$ cat src/rtl/video_stream_writer.sv
// video_stream_writer: queues slave pixel writes in a DEPTH-entry FIFO, replays them as classic Wishbone writes at BASE_ADDR+adr.
// Slave ack 1 cycle after accept, requests stall while full; `STREAM_WRITER_READ_ERR_EN makes slave reads answer err instead of ack.
module video_stream_writer #(
  parameter int          DEPTH     = 8,
  parameter logic [31:0] BASE_ADDR = 32'h0000_0000
) (
  input  logic                     sys_clk,
  input  logic                     sys_rst,
  // stream side (slave)
  input  logic                     wshb_ifs_cyc,
  input  logic                     wshb_ifs_stb,
  input  logic                     wshb_ifs_we,
  input  logic [31:0]              wshb_ifs_adr,
  input  logic [31:0]              wshb_ifs_dat_ms,
  input  logic [3:0]               wshb_ifs_sel,
  output logic                     wshb_ifs_ack,
  output logic                     wshb_ifs_err,
  output logic                     wshb_ifs_rty,
  output logic [31:0]              wshb_ifs_dat_sm,
  // SDRAM side (master)
  output logic                     wshb_ifm_cyc,
  output logic                     wshb_ifm_stb,
  output logic                     wshb_ifm_we,
  output logic [31:0]              wshb_ifm_adr,
  output logic [31:0]              wshb_ifm_dat_ms,
  output logic [3:0]               wshb_ifm_sel,
  output logic [2:0]               wshb_ifm_cti,
  output logic [1:0]               wshb_ifm_bte,
  input  logic                     wshb_ifm_ack,
  input  logic                     wshb_ifm_err,
  output logic [$clog2(DEPTH):0]   fifo_level
);

  localparam int AW = $clog2(DEPTH);
  localparam int LW = AW + 1;

  typedef enum logic {S_IDLE, S_WRITE} state_t;

  state_t        r_state;
  state_t        w_state_nxt;

  logic [31:0]   r_fifo_adr [DEPTH];
  logic [31:0]   r_fifo_dat [DEPTH];
  logic [3:0]    r_fifo_sel [DEPTH];
  logic [AW-1:0] r_wptr;
  logic [AW-1:0] r_rptr;
  logic [LW-1:0] r_level;
  logic [LW-1:0] w_level_nxt;
  logic          r_ack;
  logic          r_err;

  logic          w_req;
  logic          w_full;
  logic          w_push;
  logic          w_rd;
  logic          w_rd_ack;
  logic          w_rd_err;
  logic          w_pop;

  // A request still showing our previous response is the one just answered, not a new one.
  assign w_req  = wshb_ifs_cyc & wshb_ifs_stb & ~r_ack & ~r_err;
  assign w_full = (r_level == LW'(DEPTH));
  assign w_push = w_req & wshb_ifs_we & ~w_full;
  assign w_rd   = w_req & ~wshb_ifs_we;
  assign w_pop  = (r_state == S_WRITE) & (wshb_ifm_ack | wshb_ifm_err);

`ifdef STREAM_WRITER_READ_ERR_EN
  assign w_rd_ack = 1'b0;
  assign w_rd_err = w_rd;
`else
  assign w_rd_ack = w_rd;
  assign w_rd_err = 1'b0;
`endif

  always_comb begin
    w_level_nxt = r_level;
    case ({w_push, w_pop})
      2'b10:   w_level_nxt = r_level + LW'(1);
      2'b01:   w_level_nxt = r_level - LW'(1);
      default: w_level_nxt = r_level;
    endcase
  end

  always_ff @(posedge sys_clk) begin
    if (sys_rst) begin
      r_wptr  <= '0;
      r_rptr  <= '0;
      r_level <= '0;
      r_ack   <= 1'b0;
      r_err   <= 1'b0;
    end else begin
      if (w_push) r_wptr <= r_wptr + AW'(1);
      if (w_pop)  r_rptr <= r_rptr + AW'(1);
      r_level <= w_level_nxt;
      r_ack   <= w_push | w_rd_ack;
      r_err   <= w_rd_err;
    end
  end

  // Payload storage carries no reset; the pointers and level define what is valid.
  always_ff @(posedge sys_clk) begin
    if (w_push) begin
      r_fifo_adr[r_wptr] <= wshb_ifs_adr;
      r_fifo_dat[r_wptr] <= wshb_ifs_dat_ms;
      r_fifo_sel[r_wptr] <= wshb_ifs_sel;
    end
  end

  always_ff @(posedge sys_clk) begin
    if (sys_rst) r_state <= S_IDLE;
    else         r_state <= w_state_nxt;
  end

  always_comb begin
    w_state_nxt     = r_state;
    wshb_ifm_cyc    = 1'b0;
    wshb_ifm_stb    = 1'b0;
    wshb_ifm_we     = 1'b0;
    wshb_ifm_adr    = 32'h0;
    wshb_ifm_dat_ms = 32'h0;
    wshb_ifm_sel    = 4'h0;
    wshb_ifm_cti    = 3'b000;
    wshb_ifm_bte    = 2'b00;
    case (r_state)
      S_IDLE: begin
        if (r_level != '0) w_state_nxt = S_WRITE;
      end
      S_WRITE: begin
        wshb_ifm_cyc    = 1'b1;
        wshb_ifm_stb    = 1'b1;
        wshb_ifm_we     = 1'b1;
        wshb_ifm_adr    = r_fifo_adr[r_rptr] + BASE_ADDR;
        wshb_ifm_dat_ms = r_fifo_dat[r_rptr];
        wshb_ifm_sel    = r_fifo_sel[r_rptr];
        if (w_pop && (w_level_nxt == '0)) w_state_nxt = S_IDLE;
      end
      default: w_state_nxt = S_IDLE;
    endcase
  end

  assign wshb_ifs_ack    = r_ack;
  assign wshb_ifs_err    = r_err;
  assign wshb_ifs_rty    = 1'b0;
  assign wshb_ifs_dat_sm = 32'h0;
  assign fifo_level      = r_level;

endmodule

$ cat config.mk
export PLATFORM = sky130hd
export DESIGN_NAME = video_stream_writer
export DESIGN_NICKNAME = d
export VERILOG_FILES = /design/src/rtl/video_stream_writer.sv
export SDC_FILE = /design/constraint.sdc
export NUM_CORES = 1
export LEC_CHECK = 0
export BUFFER_PORTS_ARGS = -buffer_cell sky130_fd_sc_hd__buf_4
export CAP_MARGIN = 0
export CORE_ASPECT_RATIO = 1.25
export CORE_MARGIN = 2
export CORE_UTILIZATION = 42
export CTS_CLUSTER_SIZE = 20
export DETAILED_ROUTE_END_ITERATION = 8
export SLEW_MARGIN = 40
export SYNTH_ARGS = -nofsm -noshare
export SYNTH_HDL_FRONTEND = slang
export SYNTH_SLANG_ARGS = --single-unit
export TNS_END_PERCENT = 1
$ cat constraint.sdc
create_clock -name sys_clk -period 11.7 [get_ports sys_clk]
set_clock_uncertainty 0.15 [all_clocks]
set_input_delay 2.34 -clock sys_clk [delete_from_list [all_inputs] [get_ports sys_clk]]
set_output_delay 2.34 -clock sys_clk [all_outputs]
set_load 0.01 [all_outputs]
Word level (Yosys, flattened, before mapping)
Memories as Yosys holds them, arrays and structs flattened. A register that Yosys moved wholly into a read port is not among the register bits.
Index checks and enable logic that the tools add are counted.

word-level totals
  register bits = 12
  RAM bits = 544
  input bits = 75
  output and inout bits = 115
  word-level logic and storage cells = 46
  memories kept = 3

cells by class
  add/sub/neg operators = 4
  equal/unequal tests = 3
  mux-type cells = 16
  bitwise gates (word level) = 12
  reductions and logical operators = 3

memory list
  name        depth  width  rd ports  clocked after Yosys merged registers in  wr ports  line  source
  r_fifo_adr  8      32     1         1                                        1         42    logic [31:0] r_fifo_adr [DEPTH];
  r_fifo_dat  8      32     1         1                                        1         43    logic [31:0] r_fifo_dat [DEPTH];
  r_fifo_sel  8      4      1         1                                        1         44    logic [3:0] r_fifo_sel [DEPTH];

operator list
  cell                                               number
  two-way mux 32 bit                                 2
  two-way mux 3 bit                                  6
  case mux 4 bit (2 select lines)                    1
  adder 3 x 1 -> 3 bit (second input constant)       2
  bitwise AND 1 bit                                  6
  two-way mux 1 bit                                  5
  adder 4 x 1 -> 4 bit (second input constant)       1
  == test 4 bit (second input constant)              1
  zero test 4 bit                                    1
  two-way mux 4 bit                                  1
  inverter 1 bit                                     4
  nonzero test 4 bit                                 1
  subtractor 4 x 1 -> 4 bit (second input constant)  1
  == test 2 x 1 -> 1 bit (second input constant)     1
  == test 2 bit (second input constant)              1
  bitwise OR 1 bit                                   2
  case mux 1 bit (2 select lines)                    1
  logical AND 1 bit                                  1

Longest topological paths before layout
Gate-level depths: netlist of run 1.

  depth in word-level cells = 10
  mapped depth = 11
  depth with buffers taken out = 10

Worst setup path before layout of run 1
No wires, ideal clock.

  path type = input -> register
  from = in wshb_ifs_cyc
  to = mem r_fifo_adr[0][0], enable pin
  library setup time = 0.662 ns
  arrival = 9.248 ns
  data required time = 10.888 ns
  path slack = 1.641 ns
  cell stages on the path = 4
  path buffers = 0
  cells stage by stage = and3b_1 > and3_4 > clkinv_4 > nor4_1

on the way
  cells in the longest elaborated chain, start to end = 6

RTL lines
  element                                  line  source
  start, declared                          10    input logic wshb_ifs_cyc,
  bitwise AND 1 bit (2 in series)          61    assign w_req = wshb_ifs_cyc & wshb_ifs_stb & ~r_ack & ~r_err;
  bitwise AND 1 bit (2 in series)          63    assign w_push = w_req & wshb_ifs_we & ~w_full;
  two-way mux 1 bit                        102   if (w_push) begin
  two-way mux 1 bit (not written as such)  103   r_fifo_adr[r_wptr] <= wshb_ifs_adr;
  end, declared                            42

No other way between the ends.

==> run_results.csv, run 1 <==
group,metric,value,unit
global_route,antenna_found_initial,1,
placed_design,dpl.cell_count,1776,
route,num_vias,9894,
floorplan,ios,190,
synthesis,synth.cell_area,0.0219,sq mm
synthesis,yosys_warnings,0,
pwr,cellLeakagePower,8.05,nW
layout,nets,1245,
sta,finalHoldViolCount,0,
synthesis,yosys_register_bits,559,
cts,clock-sinks,559,
cts,insertion_delay,0.57,ns
sta,tns,0,ns
worst_setup_path,max_stage_delay,0.75,ns
sta,tightestPinTransition,0.848,ns
worst_setup_path,path_buf_inv,3,
layout,mostFrequentLayoutCells,"edfxtp_1, buf_4, mux4_2",
cts,cts_resized,0,
worst_hold_path,hp-class,"register to register",
route,drc,0,
worst_setup_path,cp.required,9.21,ns
cts,clock-root-buffer,"clkbuf_16",
cts,cts_setup_buffers,0,
cts,ctsHoldBuffers,0,
synthesis,synth_cell_types,35,
sta,slew_violations,0,
global_route,grt_max_degree,64,
floorplan,core.rowCount,93,
route,wirelength,44600,um
cts,cts_buffers,52,
cts,htree_num_levels,2,
worst_setup_path,crit_type,"register to output port",
synthesis,ys_top_cells_by_area,"edfxtp_1, mux4_2, mux2i_1",
floorplan,coreArea,0.0514,sq mm
layout,fillers,4196,
placed_design,gp_congestion,0.720,
worst_setup_path,cpMaxStageDelayCell,"dfxtp_4",
layout,area_delta_synth_final,16.2,%
sta,setup_viol,0,
global_route,track_usage,0.165,
floorplan,start_util,0.425,
cts,clk_path_buf_depth,3,
floorplan,die-area,0.0539,sq mm
route,drt-initial-drc-count,636,
worst_setup_path,critPathMaxFanout,52,
layout,antenna_cells,0,
worst_setup_path,cp_top_family,"buffers and inverters",
synthesis,syn_inst,993,
layout,final_common_cell,"edfxtp_1",
cts,cts.clk_slew.worst_paths,0.06,ns
global_route,grt_pass1_wl,66600,um
flow_run,cap_viol_max_count,0,
route,viasPerCell,5.30,
sta,fin_crit,6.28,ns
route,detail-route-antenna-nets,0,
pwr,powerDensity,185,mW/mm^2
cts,cts_tree,"done",
route,post_drt_wl_per_cell,23.9,um
status,outcome,"completed",
worst_setup_path,crit_chain,"buf_4 > buf_4 > mux4_2 > mux2i_1 > nor2b_1 > buf_4",
global_route,grt_overflow_total,0,
sta,fin_crit_sh,0.537,
layout,postLayoutCoreUtil,0.494,
global_route,first_global_vias,10600,
layout,stdcell_count,1868,
worst_setup_path,endpoint_kind,"output port",
layout,drive_gt1_frac,0.327,
worst_setup_path,start_kind,"register",
sta,clock.fmax,159,MHz
floorplan,die_y,259,um
placed_design,port_buffers,150,
floorplan,fp.dieW,208,um
sta,grt_setup_unrepaired,"false",
placed_design,detailed_place_hpwl,23900,um
worst_setup_path,crit_top_cell,"buf_4",
synthesis,synth_top_area_frac,0.747,
sta,whs,0.392,ns
sta,slew_headroom,0.432,
synthesis,syn_avg_cell_area,22.0,sq um
synthesis,ys_seq_area_frac,0.761,
worst_setup_path,worstPathArrival,3.79,ns
synthesis,synth_area_leader_cell,"edfxtp_1",
route,firstDrtPassIters,5,
pwr,ir_drop,0.108,mV
## logic make-up (layout without fill, tap and decap cells)
kind of cell               after synthesis  in the layout  synth area share
and+or+nand+nor                        110            110            0.0301
other                                    1             39          0.000172
xor gates and xnor gates                 7              7           0.00280
buffers and inverters                   92            264            0.0267
adders and majority gates                5              5           0.00286
muxes                                  208            208             0.173
AOI/OAI and AO/OA                       11             11           0.00332
DFF                                    559            559             0.761
## path summary, 6_finish.rpt
path | startpoint | slack [ns] | end | depth (start not counted)
setup / recovery | register | 5.42 | wshb_ifm_adr[28] | 6
hold reg to reg | r_rptr[2]$_SDFFE_PP0N_ | 0.39 | r_rptr[2]$_SDFFE_PP0N_ | 2
hold / removal | r_rptr[2]$_SDFFE_PP0N_ | 0.39 | r_rptr[2]$_SDFFE_PP0N_ | 2
setup reg to reg | fifo_level[0]$_SDFF_PP0_ | 8.33 | r_fifo_dat[4][30]$_DFFE_PP_ | 6
## Yosys cell counts (all sizes together)
cell and n:
xor2 4, dfxtp 15, xnor2 3, clkbuf 17, nor3 6, nor2 14
conb 1, o21ai 2, a21oi 3, nor3b 2, nor2b 71, and3b 3
o21a 1, a31oi 1, or4b 1, inv 1, mux2i 72, a21o 2
nand2b 2, o211ai 2, clkinv 1, nand3 2, and3 1, mux4 136
nand4 1, buf 73, nor4 1, ha 5, nand2 5, and4b 1
edfxtp 544
## area by class of cell
type / instances / area [sq um] / area share
tap: 665 / 832 / 0.0327
inverter: 2 / 12.5 / 0.000492
timing repair buffer: 170 / 1360 / 0.0536
multi-input combinational: 380 / 4830 / 0.190
sequential: 559 / 16600 / 0.655
clock buffer: 61 / 1360 / 0.0534
clock inverter: 31 / 367 / 0.0144
## flip-flops by register name, summed over array words and instances, names as in the netlist, named ones only
signal / count
r_wptr: 3
r_state: 1
r_rptr: 3
r_fifo_dat: 256
r_fifo_adr: 256
wshb_ifs_ack: 1
r_fifo_sel: 32
fifo_level: 4
## worst register-to-register path: stages (launching register included)
cell and delay, ns:
dfxtp_1 0.52, or4b_4 0.20, and3_4 0.22, nand2_1 0.21
nor3_2 0.71, buf_4 0.35, buf_6 0.59
## routing by layer
| layer | global-route usage | wire length, um | share of wire | up-vias |
|---|---|---|---|---|
| li1 | - | - | - | 4324 |
| met1 | 0.214 | 18700 | 0.42 | 5291 |
| met2 | 0.289 | 23000 | 0.52 | 218 |
| met3 | 0.0281 | 1940 | 0.044 | 59 |
| met4 | 0.0433 | 923 | 0.021 | 2 |
| met5 | 0 | 10 | 0.00022 | - |
## through the flow
step	area [sq um]	power [mW]	setup WS, ns
detailed placement	23700	3.05	5.98
CTS	25400	4.76	5.32
global route	25400	4.88	5.24
finish	25400	4.70	5.42
global placement	23600	3.03	5.96
floorplan	22000	2.79	1.64
## power breakdown
| group | switching [mW] | internal [mW] |
|---|---|---|
| clock | 0.699 | 1.02 |
| combinational | 0.322 | 0.380 |
| sequential | 0.0574 | 2.22 |
No activity file was read; power rests on OpenSTA's default activity.
==> run 2: changes to the inputs <==
--- a/config.mk
+++ b/config.mk
@@ -5,6 +5,7 @@
 export SDC_FILE = /design/constraint.sdc
 export NUM_CORES = 1
 export LEC_CHECK = 0
+export ABC_AREA = 1
 export BUFFER_PORTS_ARGS = -buffer_cell sky130_fd_sc_hd__buf_4
 export CAP_MARGIN = 0
 export CORE_ASPECT_RATIO = 1.25
==> constraint.sdc (replaced) <==
create_clock -name sys_clk -period 5.8 [get_ports sys_clk]
set_clock_uncertainty 0.15 [all_clocks]
set_input_delay 1.16 -clock sys_clk [delete_from_list [all_inputs] [get_ports sys_clk]]
set_output_delay 1.16 -clock sys_clk [all_outputs]
set_load 0.01 [all_outputs]
==> run 2 against run 1 <==
Net effect: core utilization fell by 0.60 points; cell count rose by 39%; highest routed layer unchanged; combinational power rose to 3.0 times the previous value; clock power rose by 100%; register-to-register slack got worse by 5.6 ns; first-iteration DRC count rose by 64%; largest cell class unchanged; global-route usage rose by 2.3 points; non-clock buffer count rose by 10; power rose by 120%; flip-flop and latch count did not move; hold slack got worse by 0.082 ns.
==> run_results.csv, run 2 <==
group,metric,value,unit
worst_setup_path,reg2reg_setup_slack,2.75,ns
worst_setup_path,endpoint_kind,"output port",
synthesis,synth_top_area_frac,0.734,
route,post_drt_wl_per_cell,20.0,um
sta,slew_headroom,0.460,
route,wirelength,52000,um
synthesis,syn_inst,1768,
route,detail-route-antenna-nets,0,
worst_setup_path,setup.worst_path.end,"wshb_ifm_dat_ms[21]",
route,drt-initial-drc-count,1046,
sta,tns,0,ns
route,drt-met1-wl,22900,um
global_route,antenna_found_initial,1,
placed_design,place_area,0.0239,sq mm
worst_setup_path,max_stage_delay,0.39,ns
pwr,cellLeakagePower,8.70,nW
worst_setup_path,crit_chain,"buf_12 > buf_16 > nor2_1 > nor2_1 > o21ai_0 > o21ai_1 > o21ai_0 > a31oi_1 > buf_4",
route,firstDrtPassIters,5,
floorplan,die-area,0.0548,sq mm
worst_hold_path,hold_start,"r_rptr[2]$_SDFFE_PP0N_",
worst_setup_path,start_kind,"register",
route,dr.max_layer_used,"met5",
floorplan,fp.dieW,210,um
synthesis,yosys_warnings,0,
sta,slew_violations,0,
pwr,power,10.1,mW
synthesis,syn_avg_cell_area,12.6,sq um
cts,insertion_delay,0.59,ns
placed_design,port_buffers,150,
worst_setup_path,reg2reg_to,"r_state$_SDFF_PP0_",
placed_design,gp_congestion,0.727,
route,route.met2.wl,25100,um
pwr,ir_drop,0.247,mV
sta,fin_crit_sh,0.718,
layout,antenna_cells,0,
synthesis,yosysMostFrequentCell,"edfxtp_1",
synthesis,synthFlopType,"edfxtp_1",
global_route,grt_pass1_wl,78500,um
sta,whs,0.311,ns
layout,drive_gt1_frac,0.138,
worst_setup_path,worstPathArrival,2.85,ns
floorplan,start_util,0.424,
cts,cts.clk_slew.worst_paths,0.06,ns
flow_run,cap_viol_max_count,0,
synthesis,yosys_register_bits,559,
layout,final_area,0.0256,sq mm
sta,fin_crit,4.16,ns
cts,clock-sinks,559,
worst_setup_path,r2r-start,"r_state$_SDFF_PP0_",
status,outcome,"completed",
layout,final_common_cell,"edfxtp_1",
worst_setup_path,crit_type,"register to output port",
worst_setup_path,ff2ff_path_depth,12,
sta,grt_setup_unrepaired,"false",
pwr,powerDensity,396,mW/mm^2
layout,stdcell_count,2600,
worst_hold_path,hp-class,"register to register",
worst_setup_path,critPathMaxFanout,111,
synthesis,synth_area_leader_cell,"edfxtp_1",
layout,mostFrequentLayoutCells,"edfxtp_1, nor2_1, o21ai_0",
synthesis,synth_cell_types,24,
floorplan,die_y,261,um
sta,setup_viol,0,
placed_design,post-place-ws,2.02,ns
cts,cts_resized,0,
layout,nets,1969,
cts,cts_buffers,55,
route,drc,0,
layout,area_delta_synth_final,15.1,%
global_route,grt_max_degree,136,
cts,htree_num_levels,2,
sta,clock.fmax,240,MHz
global_route,grt_overflow_total,0,
floorplan,ios,190,
sta,finalHoldViolCount,0,
worst_setup_path,cp_top_family,"buffers and inverters",
synthesis,ys_top_cells_by_area,"edfxtp_1, nor2_1, o21ai_0",
sta,tightestPinTransition,0.810,ns
worst_setup_path,cp.required,4.49,ns
cts,ctsHoldBuffers,0,
synthesis,async_flop_share,0,
route,viasPerCell,5.35,
worst_setup_path,cpMaxStageDelayCell,"dfxtp_4",
worst_setup_path,path_depth,9,
floorplan,coreArea,0.0525,sq mm
synthesis,synth_edf_count,544,
global_route,track_usage,0.188,
synthesis,synth.cell_area,0.0222,sq mm
route,num_vias,13900,
floorplan,core.rowCount,94,
synthesis,synthTopCellsByCount,"edfxtp_1, nor2_1, o21ai_0",
cts,clk_path_buf_depth,3,
placed_design,dpl.cell_count,2503,
layout,reg_top3,"r_fifo_adr x256, r_fifo_dat x256, r_fifo_sel x32",
route,met3_length,2920,um
global_route,first_global_vias,13400,
sta,setup_ws,1.64,ns
worst_setup_path,path_buf_inv,3,
placed_design,detailed_place_hpwl,26000,um
layout,postLayoutCoreUtil,0.488,
cts,cts_setup_buffers,0,
cts,clock-root-buffer,"clkbuf_16",
cts,cts_tree,"done",
synthesis,ys_seq_area_frac,0.748,
[run 2: cell count changes in the layout (fill, tap and decap cells not counted), sizes merged, moves of 67 or more]
| cell | previous run | this run |
|---|---|---|
| nor2b | 71 | 0 |
| mux2i | 72 | 0 |
| nor2 | 14 | 488 |
| mux4 | 136 | 0 |
| o21ai | 2 | 416 |
| a31oi | 1 | 68 |
[run 2: where the power goes]
| group | switching (mW) | internal [mW] | total, mW | leakage [nW] |
|---|---|---|---|---|
| clock network | 1.45 | 2.01 | 3.47 | 0.834 |
| logic | 1.39 | 0.729 | 2.12 | 2.84 |
| registers | 0.0666 | 4.48 | 4.55 | 5.02 |
[run 2: logic make-up after synthesis]
logic type / after synthesis / share of synthesized area
DFF: 559 / 0.748
and+or+nand+nor: 532 / 0.0909
AOI/OAI and AO/OA: 492 / 0.115
buffers and inverters: 177 / 0.0428
adders and majority gates: 5 / 0.00281
xor gates and xnor gates: 2 / 0.000788
other: 1 / 0.000169
[run 2: layout make-up]
| class | count | area (sq um) |
|---|---|---|
| fillers | 4564 | 26900 |
| flip-flops and latches | 559 | 16600 |
| multi-input cells | 1070 | 4850 |
| clock buffers | 75 | 1490 |
| repair buffers | 180 | 1440 |
| well taps | 672 | 841 |
| clock inverters | 21 | 236 |
| inverters | 23 | 96.3 |
[run 2: how the worst min path moves through the flow]
stage | cells after the start | to
finish | 2 | register
CTS | 2 | register
global route | 2 | register
floorplan | 2 | register
detailed placement | 2 | register
global placement | 2 | r_rptr[2]$_SDFFE_PP0N_
[run 2: metal layers]
metal / vias up / track usage
li1: 6530 / -
met1: 6916 / 0.249
met2: 371 / 0.319
met3: 78 / 0.0367
met4: 2 / 0.0536
met5: - / 0
[run 2: worst register-to-register path, delay by kind of cell, from the launching register on]
family | cells | cell delay (ns)
compound gates | 2 | 0.53
fa+ha+maj | 2 | 0.56
buf+inv | 1 | 0.03
flops | 1 | 0.83
simple gates | 7 | 0.86
==> run 3: changes to the inputs <==
==> constraint.sdc (replaced) <==
create_clock -name sys_clk -period 3.4 [get_ports sys_clk]
set_clock_uncertainty 0.15 [all_clocks]
set_input_delay 0.68 -clock sys_clk [delete_from_list [all_inputs] [get_ports sys_clk]]
set_output_delay 0.68 -clock sys_clk [all_outputs]
set_load 0.01 [all_outputs]
==> run 3 against run 2 <==
Net effect: clock-buffer cell count shrank 7; clock power grew 66%; die area is the same; cell count grew 0.46%; first-iteration DRC count shrank 13%; largest power group unchanged; critical path type unchanged; largest cell class unchanged; combinational power grew 76%; via count shrank 1.3%; non-clock buffer count grew 11; register-to-register slack lost 2.0 ns.
==> run_results.csv, run 3 (same netlist as run 2, synthesis figures left out) <==
group,metric,value,unit
status,outcome,"completed",
floorplan,fp.dieW,210,um
cts,insertion_delay,0.57,ns
worst_setup_path,r2r-start,"fifo_level[2]$_SDFF_PP0_",
worst_setup_path,reg2reg_to,"r_state$_SDFF_PP0_",
sta,grt_setup_unrepaired,"true",
pwr,swShare,0.285,
layout,postLayoutCoreUtil,0.494,
layout,final_common_cell,"edfxtp_1",
sta,finalHoldViolCount,0,
layout,final_area,0.0259,sq mm
placed_design,port_buffers,150,
layout,fillers,4551,
floorplan,die_y,261,um
worst_setup_path,cp_top_family,"compound AO/OA/AOI/OAI gates",
global_route,antenna_found_initial,4,
placed_design,place_area,0.0242,sq mm
cts,cts_setup_buffers,0,
global_route,grt_overflow_total,0,
route,viasPerCell,5.25,
cts,clock-sinks,559,
global_route,track_usage,0.180,
worst_setup_path,crit_top_cell,"o21ai_0",
layout,area_delta_synth_final,16.5,%
worst_setup_path,reg2reg_setup_slack,0.78,ns
floorplan,core.rowCount,94,
sta,clock.fmax,304,MHz
floorplan,ios,190,
sta,setup_viol,0,
sta,slew_headroom,0.642,
pwr,ir_drop,0.606,mV
layout,drive_gt1_frac,0.147,
pwr,clockPowerShare,0.335,
global_route,grt_max_degree,118,
route,drt-initial-drc-count,911,
layout,stdcell_count,2612,
global_route,grt_pass1_wl,76400,um
sta,slew_violations,0,
cts,clock-root-buffer,"clkbuf_16",
worst_hold_path,hp-class,"input port to register",
route,num_vias,13700,
worst_setup_path,path_buf_inv,2,
sta,tightestPinTransition,0.536,ns
global_route,first_global_vias,13600,
pwr,p_int,12.3,mW
sta,fin_crit_sh,0.966,
cts,cts_buffers,54,
flow_run,cap_viol_max_count,0,
placed_design,dpl.cell_count,2515,
cts,cts_tree,"done",
worst_setup_path,endpoint_kind,"output port",
layout,mostFrequentLayoutCells,"edfxtp_1, nor2_1, o21ai_0",
route,firstDrtPassIters,5,
worst_setup_path,max_stage_delay,0.43,ns
floorplan,start_util,0.424,
worst_setup_path,setup.worst_path.end,"wshb_ifm_adr[31]",
worst_setup_path,worstPathArrival,2.46,ns
worst_setup_path,ff2ff_path_depth,14,
route,detail-route-antenna-nets,0,
worst_setup_path,start_kind,"register",
floorplan,coreArea,0.0525,sq mm
placed_design,detailed_place_hpwl,25700,um
pwr,powerDensity,665,mW/mm^2
layout,nets,1979,
pwr,seqPwrFrac,0.449,
route,wirelength,50000,um
pwr,p_sw,4.91,mW
route,post_drt_wl_per_cell,19.1,um
worst_setup_path,cp.required,2.57,ns
placed_design,gp_congestion,0.717,
worst_setup_path,path_depth,6,
route,drc,0,
cts,clk_path_buf_depth,3,
cts,ctsHoldBuffers,0,
sta,fin_crit,3.29,ns
worst_setup_path,critPathMaxFanout,117,
cts,htree_num_levels,2,
worst_setup_path,crit_chain,"buf_16 > o21ai_0 > o21ai_0 > o21ai_0 > a31oi_1 > buf_4",
worst_setup_path,crit_type,"register to output port",
worst_setup_path,cpMaxStageDelayCell,"dfxtp_4",
pwr,power_frac_comb,0.217,
layout,reg_top3,"r_fifo_adr x256, r_fifo_dat x256, r_fifo_sel x32",
floorplan,die-area,0.0548,sq mm
cts,cts.clk_slew.worst_paths,0.06,ns
pwr,cellLeakagePower,8.78,nW
[run 3: changes by cell type in the layout (fill, tap and decap cells not counted), sizes merged]
cell      previous run  this run
buf                180       191
clkbuf              75        68
clkinv              14        18
inv                 23        25
clkinvlp             2         3
diode                0         1
[run 3: layer usage]
metal / GRT usage / routed length, um / vias to the layer above
met5: 0 / 27 / -
met4: 0.0498 / 887 / 4
met3: 0.0321 / 2590 / 76
met2: 0.313 / 24600 / 322
met1: 0.235 / 21900 / 6775
li1: - / - / 6543
[run 3: through the flow]
stage / setup WS (ns) / TNS (ns) / power, mW / hold slack (ns)
global route: -0.0263 / -0.0867 / 18.1 / 0.158
CTS: 0.0534 / 0 / 17.4 / 0.137
finish: 0.115 / 0 / 17.2 / 0.164
detailed placement: 0.424 / 0 / 11.6 / 0.306
floorplan: -0.249 / -88.76 / 10.3 / 0.283
global placement: 0.429 / 0 / 11.6 / 0.305
[run 3: worst min-delay path by stage]
stage                           start                       end  slack [ns]  cells past startpoint
5_1_grt                       sys_rst  fifo_level[2]$_SDFF_PP0_        0.16                      2
2_1_floorplan  r_rptr[2]$_SDFFE_PP0N_                  register        0.28                      2
3_3_place_gp   r_rptr[0]$_SDFFE_PP0N_    r_rptr[0]$_SDFFE_PP0N_        0.30                      1
4_1_cts                       sys_rst    r_wptr[0]$_SDFFE_PP0P_        0.14                      2
3_5_place_dp   r_rptr[2]$_SDFFE_PP0N_                  register        0.31                      2
6_report                      sys_rst  fifo_level[0]$_SDFF_PP0_        0.16                      2
[run 3: layout make-up]
class	count	area, sq um	share of cell area
antenna	1	2.50	0.0000966
clock buffer	68	1430	0.0550
clock inverter	28	274	0.0106
inverter	23	104	0.00401
multi-input combinational	1070	4890	0.189
sequential	559	16600	0.643
tap	672	841	0.0325
timing repair buffer	191	1720	0.0664
[run 3: power groups by stage]
stage | Combinational (mW) | Clock [mW] | Sequential (mW)
4_1_cts | 3.78 | 5.90 | 7.72
3_5_place_dp | 3.77 | 0 | 7.87
5_1_grt | 4.21 | 6.14 | 7.73
3_3_place_gp | 3.70 | 0 | 7.87
2_1_floorplan | 2.45 | 0 | 7.85
6_report | 3.73 | 5.77 | 7.73
[run 3: repair_timing]
item / in CTS / in global routing
endpoints found under the setup margin: 0 / 9
gates resized for setup: 0 / 4
endpoints found under the hold margin: 0 / 0
